--- src/rtl/wave_seq_ctrl.sv ---
// wave_seq_ctrl: single-clock sequencer for the wave-generator datapath.
// Produces a divided sample strobe, holds the datapath in reset while
// stopped, double-buffers host configuration (applied on a strobe) and
// ramps the amplitude in fixed steps so starts/stops/changes do not click.
module wave_seq_ctrl #(
  parameter int DIV_W     = 16,
  parameter int AMP_W     = 12,
  parameter int PH_W      = 16,
  parameter int RAMP_STEP = 16
) (
  input  logic             clk,
  input  logic             reset_n,
  input  logic             enable,
  input  logic [AMP_W-1:0] cfg_amp,
  input  logic [PH_W-1:0]  cfg_phaseoffset,
  input  logic [PH_W-1:0]  cfg_phaseadd,
  input  logic [DIV_W-1:0] cfg_div,
  input  logic             cfg_commit,
  output logic             sample_en,
  output logic             dp_reset,
  output logic [AMP_W-1:0] amp_out,
  output logic [PH_W-1:0]  phaseoffset_out,
  output logic [PH_W-1:0]  phaseadd_out,
  output logic             pending,
  output logic [1:0]       state
);

  typedef enum logic [1:0] {
    S_IDLE = 2'b00,
    S_RUN  = 2'b01,
    S_STOP = 2'b10
  } state_t;

  // One extra bit so amp +/- step never wraps before clamping.
  localparam int EW = AMP_W + 1;

  state_t           st;
  logic             commit_q;
  logic             commit_edge;

  logic [AMP_W-1:0] sh_amp;
  logic [PH_W-1:0]  sh_po;
  logic [PH_W-1:0]  sh_pa;
  logic [DIV_W-1:0] sh_div;

  logic [AMP_W-1:0] amp_target;
  logic [DIV_W-1:0] div_active;
  logic [DIV_W-1:0] cnt;

  logic [EW-1:0]    amp_x;
  logic [EW-1:0]    eff_x;
  logic [EW-1:0]    step_x;
  logic [EW-1:0]    up_x;
  logic [EW-1:0]    dn_x;
  logic [EW-1:0]    amp_ramped_x;

  assign state       = st;
  assign commit_edge = cfg_commit & ~commit_q;

  // Strobe is a pure decode of registered state: the divider has wrapped
  // while the sequencer is active. IDLE pins cnt at 0, so gate on state.
  assign sample_en = (st != S_IDLE) && (cnt == '0);

  // Host commit edge detect and shadow capture (active in every state).
  always_ff @(posedge clk or negedge reset_n) begin
    if (!reset_n) begin
      commit_q <= 1'b0;
      sh_amp   <= '0;
      sh_po    <= '0;
      sh_pa    <= '0;
      sh_div   <= '0;
    end else begin
      commit_q <= cfg_commit;
      if (commit_edge) begin
        sh_amp <= cfg_amp;
        sh_po  <= cfg_phaseoffset;
        sh_pa  <= cfg_phaseadd;
        sh_div <= cfg_div;
      end
    end
  end

  // Next ramped amplitude: one clamped step toward the effective target.
  // STOP ramps toward zero; the target used is the pre-apply value.
  always_comb begin
    eff_x        = (st == S_STOP) ? '0 : {1'b0, amp_target};
    amp_x        = {1'b0, amp_out};
    step_x       = EW'(RAMP_STEP);
    up_x         = amp_x + step_x;
    dn_x         = amp_x - step_x;
    amp_ramped_x = amp_x;
    if (amp_x < eff_x)
      amp_ramped_x = (up_x > eff_x) ? eff_x : up_x;
    else if (amp_x > eff_x)
      amp_ramped_x = ((amp_x - eff_x) > step_x) ? dn_x : eff_x;
  end

  // Sequencer FSM: divider, apply of shadowed config, ramp and run/stop.
  always_ff @(posedge clk or negedge reset_n) begin
    if (!reset_n) begin
      st              <= S_IDLE;
      dp_reset        <= 1'b1;
      amp_out         <= '0;
      phaseoffset_out <= '0;
      phaseadd_out    <= '0;
      amp_target      <= '0;
      div_active      <= '0;
      cnt             <= '0;
      pending         <= 1'b0;
    end else begin
      case (st)
        S_IDLE: begin
          cnt     <= '0;
          amp_out <= '0;
          if (enable) begin
            // Start from whatever the shadow holds; a commit landing in
            // this same cycle stays pending for the first strobe.
            phaseoffset_out <= sh_po;
            phaseadd_out    <= sh_pa;
            amp_target      <= sh_amp;
            div_active      <= sh_div;
            cnt             <= sh_div;
            pending         <= commit_edge;
            dp_reset        <= 1'b0;
            st              <= S_RUN;
          end else begin
            pending <= pending | commit_edge;
          end
        end

        default: begin
          if (sample_en) begin
            amp_out <= amp_ramped_x[AMP_W-1:0];
            if (pending) begin
              phaseoffset_out <= sh_po;
              phaseadd_out    <= sh_pa;
              amp_target      <= sh_amp;
              div_active      <= sh_div;
              cnt             <= sh_div;
            end else begin
              cnt <= div_active;
            end
            // An edge in the strobe cycle wrote a newer shadow that was
            // not the one applied, so it remains pending.
            pending <= commit_edge;
          end else begin
            cnt     <= cnt - DIV_W'(1);
            pending <= pending | commit_edge;
          end

          if (st == S_RUN) begin
            if (!enable)
              st <= S_STOP;
          end else if (enable) begin
            st <= S_RUN;
          end else if (sample_en && (amp_ramped_x == '0)) begin
            st       <= S_IDLE;
            dp_reset <= 1'b1;
            cnt      <= '0;
          end
        end
      endcase
    end
  end

endmodule
--- config.mk ---
export PLATFORM = sky130hd
export DESIGN_NAME = wave_seq_ctrl
export DESIGN_NICKNAME = d
export VERILOG_FILES = /design/src/rtl/wave_seq_ctrl.sv
export SDC_FILE = /design/constraint.sdc
export NUM_CORES = 1
export LEC_CHECK = 0
export ABC_CLOCK_PERIOD_IN_PS = 5800
export BUFFER_PORTS_ARGS = -buffer_cell sky130_fd_sc_hd__buf_2
export CORE_ASPECT_RATIO = 1.75
export CORE_MARGIN = 1
export CORE_UTILIZATION = 58
export CTS_CLUSTER_DIAMETER = 200
export DETAILED_ROUTE_END_ITERATION = 8
export PLACE_DENSITY = 0.81
export SYNTH_ARGS = -nofsm -noshare
export SYNTH_HDL_FRONTEND = slang
export SYNTH_SLANG_ARGS = --single-unit
--- constraint.sdc ---
create_clock -name clk -period 5.8 [get_ports clk]
set_clock_uncertainty 0.2 [all_clocks]
set_input_delay 1.45 -clock clk [delete_from_list [all_inputs] [get_ports clk]]
set_output_delay 1.45 -clock clk [all_outputs]
set_load 0.1 [all_outputs]
---- Yosys cells after proc, flatten, opt, wreduce, memory -nomap -nowiden ----
Cells that the tools add are included.
cells by class
  eq/ne operators ......................... 6
  muxes and demuxes ....................... 43
  add/sub/neg operators ................... 4
  reduce and logical (&&, ||, !) cells .... 13
  bitwise operators ....................... 3
  magnitude comparators ................... 4
operators with widths
  kind                                                                     number
  16-bit two-way mux                                                       18
  12-bit two-way mux                                                       7
  13-bit two-way mux                                                       4
  16-bit zero test                                                         1
  16-bit by 1-bit subtractor with 16-bit output, second input constant     1
  12-bit by 5-bit adder with 13-bit output, second input constant          1
  13-bit by 12-bit > comparator with 1-bit output                          1
  13-bit by 5-bit > comparator with 1-bit output, second input constant    1
  13-bit zero test                                                         1
  12-bit by 12-bit subtractor with 13-bit output                           1
  12-bit by 5-bit subtractor with 13-bit output, second input constant     1
  12-bit > comparator                                                      1
  12-bit < comparator                                                      1
  2-bit two-way mux                                                        6
  1-bit two-way mux                                                        8
  3-bit AND reduction                                                      2
  2-bit nonzero test                                                       3
  2-bit by 1-bit inequality test with 1-bit output, second input constant  2
  4-bit AND reduction                                                      1
  3-bit by 2-bit inequality test with 1-bit output, second input constant  1
  3-bit nonzero test                                                       1
  2-bit by 1-bit equality test with 1-bit output, second input constant    1
  2-bit equality test, second input constant                               1
  1-bit logical AND                                                        2
  6 further kinds                                                          6
storage, ports and cells
  input port bits ......................... 64
  bits in registers ....................... 153

---- Depth between registers and ports, before layout ----
Gate-level depths: netlist (run 1).
  depth after elaboration ................. 13
  gate-level depth with buffers ........... 19
  mapped depth without buffers ............ 17

---- Least setup slack after synthesis (run 1) ----
OpenSTA, ideal clock, no wires.
  kind .................................... reg-to-reg
  start ................................... reg st[1], in the netlist state[1]
  end ..................................... reg cnt[10]
  path buffers ............................ 3
  setup time .............................. 0.138 ns
  required time ........................... 5.462 ns
  arrival ................................. 4.927 ns
  path slack .............................. 0.535 ns
  stages on the path, launching flop included .. 19
  cells stage by stage .................... dfrtp_1 -> nand2b_1 -> clkbuf_8 -> clkbuf_1 -> and2_1 -> ha_1 -> fa_1 -> nand2b_1 -> a211o_1 -> a211o_1 -> a21oi_2 -> xnor2_1 -> o2111ai_4 -> a211o_2 -> a31oi_1 -> nand4_2 -> nor4b_4 -> buf_6 -> o31ai_2
on the way
  word-level cells in the longest chain between the ends .. 13
ends and longest elaborated chain
  element                                         RTL line  source
  start, declared                                 37        state_t st;
  start signal, assigned                          101       st <= S_IDLE;
  start signal, assigned                          125       st <= S_RUN;
  start signal, assigned                          153       st <= S_STOP;
  2-bit equality test                             86        eff_x = (st == S_STOP) ? '0 : {1'b0, amp_target};
  12-bit two-way mux                              86
  12-bit by 12-bit subtractor with 13-bit output  95        amp_ramped_x = ((amp_x - eff_x) > step_x) ? dn_x : eff_x;
  13-bit by 5-bit > comparator with 1-bit output  95
  13-bit two-way mux                              95
  13-bit two-way mux                              94        else if (amp_x > eff_x)
  13-bit two-way mux                              92        if (amp_x < eff_x)
  13-bit zero test                                156       end else if (sample_en && (amp_ramped_x == '0)) begin
  1-bit logical AND                               156
  16-bit two-way mux                              156
  16-bit two-way mux                              154       end else if (enable) begin
  16-bit two-way mux                              151       if (st == S_RUN) begin
  16-bit two-way mux (*)                          111       case (st)
  end signal, assigned                            122       cnt <= sh_div;
  end signal, assigned                            139       cnt <= sh_div;
  end signal, assigned                            147       cnt <= cnt - DIV_W'(1);
  end, declared                                   48        logic [DIV_W-1:0] cnt;
Mark *: on every way between the ends. The rest lies on a longest branch, timed or not.
A chain may end at the register's enable or synchronous reset.

---- Final worst setup path (run 1) ----
  start ................................... reg cnt[9]
  end ..................................... out sample_en
on the way
  word-level cells in the longest chain between the ends .. 2
ends and longest elaborated chain
  element                 RTL line  source
  start signal, assigned  122
  start signal, assigned  139
  start signal, assigned  141       cnt <= div_active;
  16-bit zero test        62        assign sample_en = (st != S_IDLE) && (cnt == '0);
  1-bit logical AND       62
  end, declared           19        output logic sample_en,
Every way passes these cells.

==> reports/qor.yml, run 1 <==
critical_path:
  critPathArrivalTime_ns: 3.43
  crit_path_cell_trace: "or4_1 -> or3_1 -> nor3_1 -> nand4b_1 -> buf_4 -> nor2_1 -> buf_2"
  reg2reg_slack_ns: 0.90
  worstPathRequired_ns: 4.15
  r2r-end: "cnt[3]"
  crit-reg2reg-launch: "state[1]"
  cp_slowest_cell: "or4_1"
  critPathKind: "flip-flop to primary output"
  r2r_cells: 16
  slowest_delay_ns: 0.57
  cp-start-kind: "flip-flop"
  end_kind: "primary output"
  path_max_fanout: 22
global_route:
  grt_pass1_vias: 6517
  grt_usage: 0.296
  grt_overflow: 0
  grt_start_max_net_pins: 119
  antenna_found_initial: 0
  grt_pass1_wl_um: 33000
place:
  dp_hpwl_um: 14800
  globalplace.congestion: 0.999
  port_buffers: 112
pwr:
  p_int_w: 0.00261
  power_leakage_nw: 4.40
  clkPwrFrac: 0.242
  seq_power_share: 0.335
  ir_drop_uv: 508
  p_per_area_nw_per_um2: 497
  switching_share: 0.444
  p_sw_w: 0.00208
  power_frac_comb: 0.422
finish:
  fill_cells: 1009
  drive_above_1_share: 0.379
  syn2layout_area_growth_pct: 15.7
  diodes: 0
  final_core_util: 0.682
  nets: 907
min_path:
  min_to: "amp_target[1]"
  hp-class: "flip-flop to flip-flop"
  whs_path_depth: 1
  hp-start: "sh_amp[1]"
synth:
  synth-adder-area-share: 0.0393
  synth_area_um2: 8160
  synth_compound_area_frac: 0.114
  synth-simple-area-share: 0.109
  syn-num-nets: 805
  yosys.area.top_type: "dfrtp_1"
  yosys_warnings: 0
  synth_area_leaders: "dfrtp_1 47%, mux2_2 17%, ha_1 3.7%"
  synth_seq_cells: 153
  async_flop_share: 1.00
  synthMuxAreaShare: 0.202
  synth_edf_count: 0
  synthCells: 716
  ys_types: 74
  seq_area_frac_synth: 0.469
  synthFlopType: "dfrtp_1"
  synthXorXnorAreaFrac: 0.0301
  synth_top_family_by_area: "multiplexers"
  avgSynthCellArea_um2: 11.4
  synth_top_area_share: 0.466
detailed_routing:
  viasPerCell: 6.00
  drc_errors: 0
  ant_nets: 0
  wl_um: 20500
  drt_iter0_drc: 271
  vias: 6050
  first_pass_iters: 4
  wire_per_inst_um: 20.3
floorplanning:
  initial_core_util: 0.590
  die_area_um2: 14600
  num_io_pins: 113
  die_x_um: 91.7
  die_y_um: 159
  row_count: 57
  coreArea_um2: 13800
clock_tree:
  cts_resized: 0
  postCtsSetupRepairBufs: 0
  cts-root-buf: "clkbuf_16"
  cts_sinks: 153
  insertion_delay_ns: 0.41
  cts.clk_slew.worst_paths_ns: 0.07
  cts_tree: "built"
  postCtsHoldBufs: 0
  htreeDepth: 4
  clock_path_buffers: 2
  cts-buffers-inserted: 17
timing:
  fmax_mhz: 197
  tns_ns: 0
  post-route-period-util: 0.875
  drv_slew: 0
  period_needed_ns: 5.08
  max_slew_margin: 0.284
  hold_viol: 0
  setup-violations-final: 0
  worstMarginPinSlew_ns: 1.07
  rsz0062_at_grt: "false"
outcome:
  status: "complete, no violations"
flow_run:
  cap_viol_max_count: 0
-- cell type report --
cell class | instances | area [um^2] | share of cell area
clock buffers | 18 | 429 | 0.0455
clock inverters | 14 | 183 | 0.0194
inverters | 14 | 52.6 | 0.00557
multi-input cells | 507 | 4060 | 0.430
flip-flops and latches | 153 | 3830 | 0.406
well taps | 177 | 221 | 0.0235
repair buffers | 125 | 664 | 0.0704
-- worst max-delay path, delay by kind of cell (launching register included) --
| family | cells | cell delay (ns) |
|---|---|---|
| DFF | 1 | 0.41 |
| and+or+nand+nor | 5 | 1.81 |
| buffers and inverters | 2 | 0.78 |
-- power by group through the flow --
stage / combinational, W / sequential (W) / clock [W]
2_1_floorplan: 0.000904 / 0.00223 / 0
3_3_place_gp: 0.00192 / 0.00156 / 0
3_5_place_dp: 0.00196 / 0.00159 / 0
4_1_cts: 0.00198 / 0.00157 / 0.00115
5_1_grt: 0.00209 / 0.00161 / 0.00120
6_report: 0.00198 / 0.00157 / 0.00114
-- how the worst max path moves through the flow --
| stage | startpoint | endpoint | depth (start not counted) |
|---|---|---|---|
| CTS | cnt[9] | sample_en | 7 |
| global placement | state[0] | cnt[4] | 16 |
| detailed placement | state[0] | cnt[3] | 16 |
| finish | cnt[9] | sample_en | 7 |
| floorplan | state[1] | cnt[10] | 18 |
| global route | state[1] | cnt[3] | 16 |
-- cells in the final DEF, fill, tap and decap left out, drive strengths merged, types with 2 or more instances in the layout --
| master | netlist | final |
|---|---|---|
| a211oi | 8 | 8 |
| and2 | 5 | 5 |
| clkbuf | 29 | 18 |
| mux2i | 23 | 23 |
| bufinv | 0 | 2 |
| or4 | 2 | 2 |
| nor4b | 2 | 2 |
| buf | 10 | 125 |
| nand2 | 57 | 57 |
| nor3 | 11 | 11 |
| nand3 | 18 | 18 |
| nand2b | 9 | 9 |
| xnor2 | 13 | 13 |
| or2 | 4 | 4 |
| nor4 | 8 | 8 |
| dfrtp | 152 | 152 |
| or3 | 2 | 2 |
| a21boi | 4 | 4 |
| nor3b | 2 | 2 |
| o41ai | 2 | 2 |
| nor2 | 43 | 43 |
| and3 | 4 | 4 |
| o21bai | 3 | 3 |
| clkinv | 0 | 6 |
| nand4b | 2 | 2 |
| mux2 | 126 | 126 |
| nand4 | 7 | 7 |
| a31oi | 2 | 2 |
| nor2b | 2 | 2 |
| ha | 24 | 24 |
| a21oi | 32 | 32 |
| o2111ai | 3 | 3 |
| a21o | 5 | 5 |
| a211o | 5 | 5 |
| inv | 14 | 20 |
| a32oi | 2 | 2 |
| xor2 | 15 | 15 |
| o31ai | 17 | 17 |
| o21ai | 29 | 29 |
-- per-stage QoR --
stage          hold slack, ns  cells  worst slack, ns  cell area [um^2]  total power (W)
2_1_floorplan           0.275    716            0.535              8160          0.00313
3_3_place_gp            0.283    976            0.928              8830          0.00348
3_5_place_dp            0.288    976            0.901              8830          0.00355
4_1_cts                 0.300   1008            0.746              9440          0.00471
5_1_grt                 0.314   1008            0.558              9440          0.00490
6_report                0.304   1008            0.722              9440          0.00469
-- logic make-up after synthesis --
logic type      count (synthesis)
flops                         153
buf+inv                        56
xor+xnor                       28
compound gates                125
simple gates                  180
mux                           149
fa+ha+maj                      25
-- synth_stat cells (all sizes together), types with 7 or more instances --
cell type / number
dfrtp: 152
mux2: 126
nand2: 57
nor2: 43
a21oi: 32
clkbuf: 29
o21ai: 29
ha: 24
mux2i: 23
nand3: 18
o31ai: 17
xor2: 15
inv: 14
xnor2: 13
nor3: 11
buf: 10
nand2b: 9
a211oi: 8
nor4: 8
nand4: 7
-- metal layers --
metal  vias to the layer above  GRT usage  part of all wire
met2                       178      0.545              0.55
met4                         0      0.201             0.069
met5                         -          0                 0
met1                      3018      0.297              0.35
met3                        82     0.0465             0.028
li1                       2772          -                 -
-- sequential cells by signal, indices dropped and copies added, names as in the netlist --
signal	count
amp_out	12
amp_target	12
cnt	16
commit_q	1
div_active	16
dp_reset	1
pending	1
phaseadd_out	16
phaseoffset_out	16
sh_amp	12
sh_div	16
sh_pa	16
sh_po	16
state	2
(Power assumes the default switching activity.)
==> run 2, diff against run 1 <==
--- a/config.mk
+++ b/config.mk
@@ -5,8 +5,9 @@
 export SDC_FILE = /design/constraint.sdc
 export NUM_CORES = 1
 export LEC_CHECK = 0
+export ABC_AREA = 1
 export ABC_CLOCK_PERIOD_IN_PS = 5800
-export BUFFER_PORTS_ARGS = -buffer_cell sky130_fd_sc_hd__buf_2
+export BUFFER_PORTS_ARGS = -buffer_cell sky130_fd_sc_hd__clkbuf_2
 export CORE_ASPECT_RATIO = 1.75
 export CORE_MARGIN = 1
 export CORE_UTILIZATION = 58
==> reports/qor.yml, run 2 <==
pwr:
  p_per_area_nw_per_um2: 437
  power_frac_comb: 0.400
  ir_drop_uv: 449
  seq_power_share: 0.334
  p_sw_w: 0.00192
  switching_share: 0.448
  clkPwrFrac: 0.266
  p_int_w: 0.00237
  power_leakage_nw: 4.87
finish:
  drive_above_1_share: 0.255
  final_cell_mix: "181 x nand2_1, 152 x dfrtp_1, 116 x inv_1"
  multiInputGateArea_um2: 4050
  fill_cells: 1149
  regArea_um2: 3830
  syn2layout_area_growth_pct: 14.6
  final_core_util: 0.681
  layout.cells.most_common: "nand2_1"
  nets: 1180
critical_path:
  path_max_fanout: 17
  r2r-end: "cnt[1]"
  cp-start-kind: "flip-flop"
  end_kind: "flip-flop"
  critPathArrivalTime_ns: 5.12
  crit-reg2reg-launch: "state[1]"
  worstPathRequired_ns: 5.87
  reg2reg_slack_ns: 0.75
  critPathKind: "flip-flop to flip-flop"
  endpoint: "cnt[1]"
  crit_path_start: "state[1]"
  r2r_cells: 24
clock_tree:
  cts_tree: "built"
  postCtsHoldBufs: 0
  insertion_delay_ns: 0.43
  cts_resized: 0
  cts-buffers-inserted: 17
  clock_path_buffers: 2
  cts_sinks: 153
  cts.clk_slew.worst_paths_ns: 0.06
  htreeDepth: 4
  cts-root-buf: "clkbuf_16"
  postCtsSetupRepairBufs: 0
synth:
  synth_top_area_share: 0.443
  syn-num-nets: 1082
  synth_area_um2: 8580
  seq_area_frac_synth: 0.446
  synth_edf_count: 0
  ys_types: 48
  avgSynthCellArea_um2: 8.64
  synthCells: 993
  synth.most_common_cell: "nand2_1"
  yosys_warnings: 0
  synth_area_leaders: "dfrtp_1 44%, mux2_2 10%, nand2_1 8.0%"
  synth_top_cells_by_count: "183 x nand2_1, 152 x dfrtp_1, 116 x inv_1, 81 x nor2_1, 76 x mux2_2"
  synthFlopType: "dfrtp_1"
  yosys.area.top_type: "dfrtp_1"
  synth_seq_cells: 153
  async_flop_share: 1.00
floorplanning:
  initial_core_util: 0.594
  die_y_um: 163
  die_area_um2: 15300
  row_count: 58
  num_io_pins: 113
  die_x_um: 93.9
  coreArea_um2: 14400
min_path:
  hp-class: "flip-flop to flip-flop"
  hp-start: "dp_reset"
timing:
  setup-violations-final: 0
  max_slew_margin: 0.337
  tns_ns: 0
  setup_slack_ns: 0.748
  hold_viol: 0
  period_needed_ns: 5.05
  post-route-period-util: 0.871
  worstMarginPinSlew_ns: 0.992
  rsz0062_at_grt: "false"
  drv_slew: 0
  holdWs_ns: 0.272
  fmax_mhz: 198
detailed_routing:
  drt_iter0_drc: 331
  vias: 7248
  viasPerCell: 5.64
  wire_per_inst_um: 16.9
  wl_um: 21800
  first_pass_iters: 7
  drc_errors: 0
  ant_nets: 0
global_route:
  grt_overflow: 0
  grt_pass1_vias: 7529
  grt_usage: 0.303
  antenna_found_initial: 1
  grt_start_max_net_pins: 74
  grt_pass1_wl_um: 35300
place:
  globalplace.congestion: 0.979
  dp_hpwl_um: 15700
  dpl_worst_slack_ns: 0.927
  port_buffers: 112
outcome:
  status: "complete, no violations"
flow_run:
  cap_viol_max_count: 0
## run 2: cell types whose count changed after synthesis, sizes merged, moves of 23 or more
| cell | before | now |
|---|---|---|
| nand2 | 57 | 200 |
| inv | 14 | 127 |
| mux2 | 126 | 76 |
| o21ai | 29 | 73 |
| nor2 | 43 | 86 |
| nand3 | 18 | 57 |
| mux2i | 23 | 0 |
## run 2: logic make-up after synthesis
family,Yosys count,share of synthesized area
flip-flops,153,0.446
multiplexers,76,0.0997
AO/OA/AOI/OAI,158,0.107
XOR/XNOR,22,0.0225
AND/OR/NAND/NOR,388,0.204
adder cells (fa/ha/maj),25,0.0373
buffers and inverters,171,0.0830
## run 2: routing by layer
metal,share of wire,wire [um],track usage,vias to the layer above
li1,-,-,-,3476
met1,0.35,7560,0.302,3435
met2,0.55,11900,0.557,238
met3,0.039,841,0.0378,99
met4,0.068,1480,0.227,0
met5,0,0,0,-
## run 2: cell type report
| class | instances | share of cell area |
|---|---|---|
| Clock buffer | 18 | 0.0447 |
| Timing Repair Buffer | 121 | 0.0645 |
| Clock inverter | 14 | 0.0174 |
| Tap cell | 180 | 0.0229 |
| Antenna cell | 1 | 0.000254 |
| Inverter | 129 | 0.0495 |
| Multi-Input combinational cell | 669 | 0.411 |
| Sequential cell | 153 | 0.389 |
## run 2: worst min-delay path by stage
stage	endpoint	slack, ns	cells after the start
after CTS	dp_reset	0.27	2
after global placement	amp_target[8]	0.25	2
final	dp_reset	0.27	2
after floorplan	amp_target[0]	0.25	2
after global routing	dp_reset	0.28	2
after detailed placement	dp_reset	0.26	2
## run 2: power groups by stage
stage | Combinational [W] | Clock [W] | Sequential (W)
floorplan | 0.000781 | 0 | 0.00199
global placement | 0.00166 | 0 | 0.00144
detailed placement | 0.00169 | 0 | 0.00145
CTS | 0.00171 | 0.00115 | 0.00143
global route | 0.00183 | 0.00120 | 0.00146
finish | 0.00172 | 0.00114 | 0.00144
## run 2: metrics by stage
step / cell area (um^2) / instances / power (W)
detailed placement: 9220 / 1252 / 0.00314
global placement: 9220 / 1252 / 0.00310
floorplan: 8580 / 993 / 0.00277
finish: 9840 / 1285 / 0.00430
CTS: 9830 / 1284 / 0.00430
global route: 9840 / 1285 / 0.00449
## run 2: critical path, stage by stage, from the launching register on
cell and delay (ns):
dfrtp_1 0.41, inv_1 0.10, nor2_1 0.66, nor2_1 0.21, inv_1 0.14, ha_1 0.24, inv_2 0.13, a21oi_2 0.22
nand2_1 0.12, nand2_1 0.07, nand3_1 0.09, nand2_1 0.08, inv_1 0.05, nor2_1 0.16, nand2_1 0.09, nor2_2 0.43
nand3_1 0.24, nand2_1 0.11, nand3_1 0.07, nand2_1 0.10, nand3_1 0.08, nor2_1 0.22, nand4_4 0.37, nand2_1 0.19
o21ai_1 0.10
==> run 3, diff against run 2 <==
--- a/config.mk
+++ b/config.mk
@@ -9,9 +9,10 @@
 export ABC_CLOCK_PERIOD_IN_PS = 5800
 export BUFFER_PORTS_ARGS = -buffer_cell sky130_fd_sc_hd__clkbuf_2
 export CORE_ASPECT_RATIO = 1.75
-export CORE_MARGIN = 1
+export CORE_MARGIN = 5
 export CORE_UTILIZATION = 58
 export CTS_CLUSTER_DIAMETER = 200
+export CTS_CLUSTER_SIZE = 12
 export DETAILED_ROUTE_END_ITERATION = 8
 export PLACE_DENSITY = 0.81
 export SYNTH_ARGS = -nofsm -noshare
==> reports/qor.yml, run 3 (synthesis results as in run 2) <==
outcome:
  status: "complete, no violations"
timing:
  post-route-period-util: 0.868
  rsz0062_at_grt: "false"
  hold_viol: 0
  period_needed_ns: 5.04
  drv_slew: 0
  fmax_mhz: 199
  setup-violations-final: 0
  max_slew_margin: 0.259
  worstMarginPinSlew_ns: 1.11
  tns_ns: 0
finish:
  fin_area_um2: 9860
  multiInputGateArea_um2: 4050
  nets: 1179
  layout.cells.most_common: "nand2_1"
  fill_cells: 1134
  instances_no_fill: 1284
  regArea_um2: 3830
  drive_above_1_share: 0.254
  syn2layout_area_growth_pct: 14.9
  final_cell_mix: "181 x nand2_1, 152 x dfrtp_1, 116 x inv_1"
global_route:
  grt_overflow: 0
  grt_usage: 0.268
  grt_start_max_net_pins: 64
  antenna_found_initial: 1
  grt_pass1_wl_um: 36200
  grt_pass1_vias: 7380
place:
  dp_hpwl_um: 16200
  globalplace.congestion: 1.03
  post_dp_cell_area_um2: 9220
  dp.cells: 1251
  port_buffers: 112
pwr:
  power_leakage_nw: 4.89
  p_total_w: 0.00435
  ir_drop_uv: 417
  p_per_area_nw_per_um2: 441
critical_path:
  path_max_fanout: 17
  cp_top_family: "simple AND/OR/NAND/NOR gates"
  worstPathRequired_ns: 5.90
  critPathArrivalTime_ns: 5.13
  critPathKind: "flip-flop to flip-flop"
  cp-start-kind: "flip-flop"
  crit_path_start: "state[1]"
  crit_path_cell_trace: "inv_1 -> nor2_1 -> nor2_1 -> ha_1 -> fa_1 -> inv_1 -> nand3_1 -> nand3_1 -> nand2_1 -> nand2_1 -> inv_1 -> nor2_1 -> nand2_1 -> nor2_2 -> nand3_1 -> nand2_1 -> nand3_1 -> nand2_2 -> nand3_1 -> nor2_1 -> nand4_4 -> nand2_1 -> o21ai_1"
  end_kind: "flip-flop"
  cp_slowest_cell: "nor2_1"
  crit-reg2reg-launch: "state[1]"
  cp.buffers_inverters: 3
  slowest_delay_ns: 0.67
detailed_routing:
  drt_iter0_drc: 400
  drc_errors: 0
  vias: 7304
  first_pass_iters: 6
  viasPerCell: 5.69
  wl_um: 22100
  wire_per_inst_um: 17.2
  ant_nets: 0
clock_tree:
  insertion_delay_ns: 0.42
  cts_tree: "built"
  cts.clk_slew.worst_paths_ns: 0.07
  cts-root-buf: "clkbuf_16"
  cts_sinks: 153
  postCtsSetupRepairBufs: 0
  cts-buffers-inserted: 17
  cts_resized: 0
  htreeDepth: 4
  clock_path_buffers: 2
  postCtsHoldBufs: 0
floorplanning:
  coreArea_um2: 14400
  initial_core_util: 0.594
  die_area_um2: 17400
  die_y_um: 171
  row_count: 58
  num_io_pins: 113
  die_x_um: 102
flow_run:
  cap_viol_max_count: 0
min_path:
  hp-class: "flip-flop to flip-flop"
  hp-start: "sh_amp[2]"
==> run 3: cell count changes in the layout (fill, tap and decap cells not counted) <==
cell / change
clkinv_8: -2
clkinvlp_4: -1
bufinv_16: +2
buf_4: -1
clkinv_4: +1
==> run 3: report_power, final <==
part	internal (W)	total (W)	switching [W]
sequential	0.00130	0.00144	0.000135
combinational	0.000442	0.00171	0.00127
clock	0.000710	0.00120	0.000487
total	0.00246	0.00435	0.00189
==> run 3: final cells by class <==
| cell class | instances | share of cell area |
|---|---|---|
| antenna | 1 | 0.000254 |
| tap | 180 | 0.0228 |
| clock inverter | 14 | 0.0203 |
| timing repair buffer | 120 | 0.0636 |
| inverter | 129 | 0.0494 |
| sequential | 153 | 0.389 |
| clock buffer | 18 | 0.0446 |
| multi-input combinational | 669 | 0.411 |
==> run 3: worst register-to-register path: cells and delay by family, from the launching register on <==
family	cells	cell delay, ns
AO/OA/AOI/OAI	1	0.07
buffers and inverters	3	0.32
adder cells (fa/ha/maj)	2	0.73
AND/OR/NAND/NOR	17	3.19
flip-flops	1	0.41
==> run 3: routing by layer <==
metal,global-route usage,wire (um)
met1,0.283,7570
met2,0.495,12300
met3,0.0392,934
met4,0.154,1290
met5,0,0
==> run 3: through the flow <==
stage	util	hold slack, ns	setup slack, ns
4_1_cts	0.682	0.287	0.852
6_report	0.683	0.287	0.764
5_1_grt	0.683	0.309	0.277
3_3_place_gp	0.638	0.259	0.967
2_1_floorplan	-	0.248	1.43
3_5_place_dp	0.638	0.275	0.863
==> run 3: path summary, 6_finish.rpt <==
check	end	depth (start not counted)	slack [ns]
worst max-delay path	cnt[3]	23	0.76
worst max register to register	cnt[3]	23	0.76
min in group asynchronous	sh_po[1]	1	0.76
max in group asynchronous	phaseadd_out[4]	2	3.47
worst min-delay path	amp_target[2]	2	0.29
worst min register to register	amp_target[2]	2	0.29
